File: config.mk
export PLATFORM = sky130hd
export DESIGN_NAME = byte_unstriping
export DESIGN_NICKNAME = d
export VERILOG_FILES = /design/src/rtl/byte_unstriping_pkg.sv /design/src/rtl/byte_unstriping_fifo_grupo.sv /design/src/rtl/byte_unstriping.sv
export SDC_FILE = /design/constraint.sdc
export NUM_CORES = 1
export LEC_CHECK = 0
export BUFFER_PORTS_ARGS = -buffer_cell sky130_fd_sc_hd__buf_2
export CAP_MARGIN = 0
export CORE_AREA = 2 2 85 148
export DETAILED_ROUTE_END_ITERATION = 8
export DIE_AREA = 0 0 87 150
export PLACE_DENSITY = 0.69
export SETUP_SLACK_MARGIN = 0.2
export SLEW_MARGIN = 30
export SYNTH_ARGS = -nofsm -noshare
export SYNTH_HDL_FRONTEND = slang
export SYNTH_SLANG_ARGS = --single-unit
File: constraint.sdc
create_clock -name clk -period 6.28 [get_ports clk]
set_clock_uncertainty 0.2 [all_clocks]
set_input_delay 0.942 -clock clk [delete_from_list [all_inputs] [get_ports clk]]
set_output_delay 0.942 -clock clk [all_outputs]
set_load 0.1 [all_outputs]
File: src/rtl/byte_unstriping_pkg.sv
// Shared lane-striping definitions used by the transmit and receive byte-striping stages.
// Also holds the 8b/10b-style control symbols that later receive stages and the bench decode.
package byte_unstriping_pkg;

   localparam int LANES = 4;
   localparam int DW    = 8;

   localparam logic [7:0] COM  = 8'hBC;
   localparam logic [7:0] SKP  = 8'h1C;
   localparam logic [7:0] STP  = 8'hFB;
   localparam logic [7:0] SDP  = 8'h5C;
   localparam logic [7:0] END  = 8'hFD;
   localparam logic [7:0] EDB  = 8'hFE;
   localparam logic [7:0] FTS  = 8'h3C;
   localparam logic [7:0] IDLE = 8'h7C;

   typedef logic [1:0] lane_idx_t;

   // Round-robin successor; lane 3 is the last byte of a group.
   function automatic lane_idx_t next_lane(input lane_idx_t idx);
      return idx + 2'd1;
   endfunction

   function automatic logic is_last_lane(input lane_idx_t idx);
      return idx == lane_idx_t'(LANES - 1);
   endfunction

endpackage

File: src/rtl/byte_unstriping_fifo_grupo.sv
// Synchronous FIFO of whole striped groups; push is ignored when full, pop when empty.
// Zero read latency: o_rdata always shows the head entry. Synchronous active-low reset.
module fifo_grupo #(
   parameter  int WIDTH = 32,
   parameter  int DEPTH = 4,
   localparam int AW    = $clog2(DEPTH),
   localparam int CW    = AW + 1
) (
   input  logic             i_clk,
   input  logic             i_rst_n,
   input  logic             i_push,
   input  logic             i_pop,
   input  logic [WIDTH-1:0] i_wdata,
   output logic [WIDTH-1:0] o_rdata,
   output logic             o_full,
   output logic             o_empty,
   output logic [CW-1:0]    o_count
);

   logic [WIDTH-1:0] r_mem [DEPTH];
   logic [AW-1:0]    r_wr_ptr;
   logic [AW-1:0]    r_rd_ptr;
   logic [CW-1:0]    r_count;
   logic             w_push;
   logic             w_pop;

   assign w_push = i_push && !o_full;
   assign w_pop  = i_pop  && !o_empty;

   // DEPTH is a power of two, so the pointers wrap by plain overflow.
   always_ff @(posedge i_clk) begin
      if (!i_rst_n) begin
         r_wr_ptr <= '0;
         r_rd_ptr <= '0;
         r_count  <= '0;
      end else begin
         if (w_push) begin
            r_wr_ptr <= r_wr_ptr + 1'b1;
         end
         if (w_pop) begin
            r_rd_ptr <= r_rd_ptr + 1'b1;
         end
         unique case ({w_push, w_pop})
            2'b10:   r_count <= r_count + 1'b1;
            2'b01:   r_count <= r_count - 1'b1;
            default: r_count <= r_count;
         endcase
      end
   end

   always_ff @(posedge i_clk) begin
      if (w_push) begin
         r_mem[r_wr_ptr] <= i_wdata;
      end
   end

   assign o_rdata = r_mem[r_rd_ptr];
   assign o_full  = (r_count == CW'(DEPTH));
   assign o_empty = (r_count == '0);
   assign o_count = r_count;

endmodule

File: src/rtl/byte_unstriping.sv
// Re-serializes 4-lane striped groups into one byte stream, lane0 first; 1 clk from push to lane0.
// Back-pressure via rx_ready when the group FIFO is full; refused offers set a sticky overflow flag.
module byte_unstriping #(
   parameter int DEPTH = 4,
   parameter int DW    = 8
) (
   input  logic          clk,
   input  logic          rst,
   input  logic          enb,
   input  logic [DW-1:0] rx_lane0,
   input  logic [DW-1:0] rx_lane1,
   input  logic [DW-1:0] rx_lane2,
   input  logic [DW-1:0] rx_lane3,
   input  logic          rx_group_valid,
   output logic          rx_ready,
   output logic [DW-1:0] rx_Data,
   output logic          rx_Valid,
   output logic          overflow_err
);

   import byte_unstriping_pkg::*;

   localparam int GW = LANES * DW;
   localparam int CW = $clog2(DEPTH) + 1;

   logic [GW-1:0]              w_wdata;
   logic [GW-1:0]              w_rdata;
   logic [LANES-1:0][DW-1:0]   w_rd_lanes;
   logic                       w_full;
   logic                       w_empty;
   logic [CW-1:0]              w_count;
   logic                       w_push;
   logic                       w_pop;
   logic [DW-1:0]              w_byte;

   lane_idx_t                  r_lane_idx;
   logic [DW-1:0]              r_data;
   logic                       r_valid;
   logic                       r_ovf;

   // Gated by rst so nothing is accepted or refused while reset is held.
   assign rx_ready = rst && enb && !w_full;
   assign w_push   = rx_group_valid && rx_ready;
   assign w_pop    = enb && (w_count != '0) && is_last_lane(r_lane_idx);

   assign w_wdata    = {rx_lane3, rx_lane2, rx_lane1, rx_lane0};
   assign w_rd_lanes = w_rdata;
   assign w_byte     = w_rd_lanes[r_lane_idx];

   fifo_grupo #(
      .WIDTH (GW),
      .DEPTH (DEPTH)
   ) u_fifo (
      .i_clk   (clk),
      .i_rst_n (rst),
      .i_push  (w_push),
      .i_pop   (w_pop),
      .i_wdata (w_wdata),
      .o_rdata (w_rdata),
      .o_full  (w_full),
      .o_empty (w_empty),
      .o_count (w_count)
   );

   always_ff @(posedge clk) begin
      if (!rst) begin
         r_lane_idx <= '0;
         r_data     <= '0;
         r_valid    <= 1'b0;
         r_ovf      <= 1'b0;
      end else if (enb) begin
         if (!w_empty) begin
            r_data     <= w_byte;
            r_valid    <= 1'b1;
            r_lane_idx <= next_lane(r_lane_idx);
         end else begin
            r_data     <= '0;
            r_valid    <= 1'b0;
         end
         if (rx_group_valid && !rx_ready) begin
            r_ovf <= 1'b1;
         end
      end
   end

   assign rx_Data      = r_data;
   assign rx_Valid     = r_valid;
   assign overflow_err = r_ovf;

endmodule

==> results.yml <==
power_and_ir_drop:
  irDropWorstVdd_uv: 256
  swShare_pct: 17.6
  clkPwrFrac_pct: 50.7
  p_leak_nw: 2.34
  pwr-share-comb_pct: 2.7
  p_sw_mw: 0.413
  pwr-share-seq_pct: 46.6
  intPower_mw: 1.94
  cellPowerDensity_nw_per_um2: 342
detailed_routing:
  dr_total_vias: 2800
  drt-total-wl_um: 10200
  drtPass1Iterations: 4
  wl_per_cell_um: 20.6
  drcViolationCount: 0
  ant_nets: 0
  avgViaCountPerCell: 5.68
  drtIter0Drc: 193
final_layout:
  antenna_cells: 0
  drive_gt1_share_pct: 31.2
  synthToLayoutAreaGrowth_pct: 18.5
  nets: 386
worst_setup_path:
  r2r-start: "r_lane_idx[1]$_SDFFE_PN0N_"
  reg2regPathDepth: 8
  worstPathRequired_ns: 6.40
  r2r_end: "u_fifo.o_count[2]$_SDFFE_PN0P_"
  cp_max_fo: 16
  worst_setup_path_end_kind: "flip-flop"
  worst_ep_arrival_time_ns: 3.23
  r2r_slack_ns: 3.17
  crit_path_start_kind: "flip-flop"
  path_class: "flip-flop to flip-flop"
timing:
  slew_violations: 0
  timing.hold.ws_ns: 0.279
  worst_pin_slew_ns: 0.972
  hold_viol: 0
  fin_tns_setup_ns: 0
  rsz0062_at_grt: "false"
  finalSetupViolations: 0
  slew_headroom_pct: 35.1
  max_freq_mhz: 322
  fin_crit_ns: 3.11
  fin_ws_ns: 3.17
  timing.final.crit_share_pct: 49.5
global_route:
  antenna_found_initial: 0
  grt_start_max_net_pins: 33
  grt_pass1_vias: 3072
  grtUsageTotal_pct: 17.0
  grt_pass1_wl_um: 16100
  grt_overflow_total: 0
synthesis:
  synth.top_cells.by_area: "edfxtp_1 (66%), mux4_2 (8.2%), dfxtp_1 (7.3%)"
  ys_types: 34
  netlist_instances: 284
  synth_flop_cell: "edfxtp_1"
  syn_nets: 327
  yosysTopAreaCell: "edfxtp_1"
  yosys.cell_count.top_type: "edfxtp_1"
  syn_area_um2: 5790
  ys_seq_elements: 149
  yosysSeqAreaShare_pct: 73.6
  async_flop_share_pct: 0
  yosysWarnings: 0
  avgSynthCellArea_um2: 20.4
  synth_common_cells: "edfxtp_1 (128), dfxtp_1 (21), mux4_2 (21)"
  synth_edf_count: 128
  synth_top_cell_area_share_pct: 66.3
worst_hold_path:
  worstHoldStart: "rx_Valid$_SDFFE_PN0P_"
  hold-path-endpoint: "rx_Valid$_SDFFE_PN0P_"
  min_path_type: "flip-flop to flip-flop"
  min_path_cells: 2
floorplan:
  die-area_um2: 13100
  die_x_um: 87
  ios: 47
  initial_core_util_pct: 48.8
  die_h_um: 150
  core_area_um2: 11900
  row_count: 53
clock_tree:
  postCtsHoldBufs: 0
  cts_resized: 0
  numCtsBuffers: 17
  insertion_delay_ns: 0.41
  cts_root_buf: "clkbuf_16"
  cts_sinks: 149
  postCtsSetupRepairBufs: 0
  h-tree-depth: 4
  clock_path_buffers: 2
  cts_tree: "yes"
  clk_pin_slew_ns: 0.06
placed_design:
  hpwl_um: 6200
  numPortBuffers: 46
  place_congestion: 0.721
  place_ws_ns: 2.84
run_status:
  outcome: "complete, no violations"
job:
  maxCapViolCount: 0
[per-layer routing]
layer  GRT usage, %  wire (um)  vias up  share of wire, %
met4           6.88        169        0               1.7
met3           3.86        269       10               2.6
met1           19.2       3960     1473                39
met2           30.3       5760       53                57
li1               -          -     1264                 -
met5              0          0        -                 0
[area by class of cell]
class	instances	area [um2]
inverters	6	22.5
multi-input cells	117	1430
flip-flops and latches	149	4270
clock inverters	13	277
repair buffers	52	275
clock buffers	19	433
fillers	858	5000
well taps	137	171
[critical path, stage by stage, from the launching register on]
cell	delay (ns)
dfxtp_1	0.96
ha_1	0.29
o311a_1	0.23
ha_1	0.21
inv_1	0.06
fa_1	0.37
xor2_1	0.16
or3_1	0.32
a21boi_0	0.22
[power by group through the flow]
stage | Clock, mW | Sequential (mW) | Combinational, mW
detailed placement | 0 | 1.12 | 0.0634
global route | 1.25 | 1.10 | 0.0687
CTS | 1.21 | 1.10 | 0.0640
finish | 1.19 | 1.10 | 0.0629
global placement | 0 | 1.11 | 0.0616
floorplan | 0 | 1.12 | 0.0266
[through the flow]
| stage | power (mW) | util, % | area, um2 | cells |
|---|---|---|---|---|
| 2_1_floorplan | 1.15 | - | 5790 | 284 |
| 3_3_place_gp | 1.18 | 51.9 | 6160 | 461 |
| 3_5_place_dp | 1.18 | 51.9 | 6160 | 461 |
| 4_1_cts | 2.37 | 57.9 | 6870 | 493 |
| 5_1_grt | 2.41 | 57.9 | 6870 | 493 |
| 6_report | 2.35 | 57.9 | 6870 | 493 |
[flip-flops by register name, indices dropped and copies added (netlist names), named ones only]
name             flops
u_fifo.r_mem       128
overflow_err         1
u_fifo.r_rd_ptr      2
u_fifo.r_wr_ptr      2
r_lane_idx           2
rx_Valid             1
u_fifo.o_count       3
rx_Data              8
[how the worst max path moves through the flow]
stage | startpoint | end | slack, ns | depth (start not counted)
final | r_lane_idx[1]$_SDFFE_PN0N_ | u_fifo.o_count[2]$_SDFFE_PN0P_ | 3.17 | 8
after global routing | r_lane_idx[1]$_SDFFE_PN0N_ | u_fifo.o_count[2]$_SDFFE_PN0P_ | 3.01 | 8
after CTS | r_lane_idx[1]$_SDFFE_PN0N_ | u_fifo.o_count[2]$_SDFFE_PN0P_ | 3.15 | 8
after floorplan | rst | rx_ready | 2.89 | 2
after detailed placement | rst | u_fifo.o_count[2]$_SDFFE_PN0P_ | 2.84 | 10
after global placement | rst | u_fifo.r_mem[0][23]$_DFFE_PP_ | 2.90 | 5
[cells in the final DEF, fill, tap and decap left out, types with 2 or more instances in the layout]
| master | n |
|---|---|
| bufinv_16 | 8 |
| xnor2_1 | 3 |
| clkinv_2 | 2 |
| buf_4 | 6 |
| inv_1 | 6 |
| mux2_2 | 6 |
| a22o_1 | 2 |
| o311a_1 | 2 |
| mux2i_1 | 14 |
| clkbuf_16 | 17 |
| xor2_1 | 2 |
| nand2_1 | 15 |
| clkinv_4 | 2 |
| o211ai_1 | 4 |
| edfxtp_1 | 128 |
| o21ai_0 | 4 |
| dfxtp_1 | 20 |
| a21boi_0 | 2 |
| mux4_2 | 21 |
| ha_1 | 6 |
| and2_1 | 10 |
| buf_2 | 46 |
| mux4_1 | 11 |
| nor2b_1 | 4 |
| clkbuf_1 | 2 |
| nor3b_1 | 2 |
[kinds of logic (layout without fill, tap and decap cells)]
kind of cell             after synthesis  count (layout)  synth area share [%]
flip-flops                           149             149                  73.6
multiplexers                          52              52                  16.7
AO/OA/AOI/OAI                         19              19                  2.44
AND/OR/NAND/NOR                       34              34                  3.02
buffers and inverters                 18              90                  1.81
XOR/XNOR                               5               5                 0.756
adder cells (fa/ha/maj)                7               7                  1.64
(Power assumes the default switching activity.)
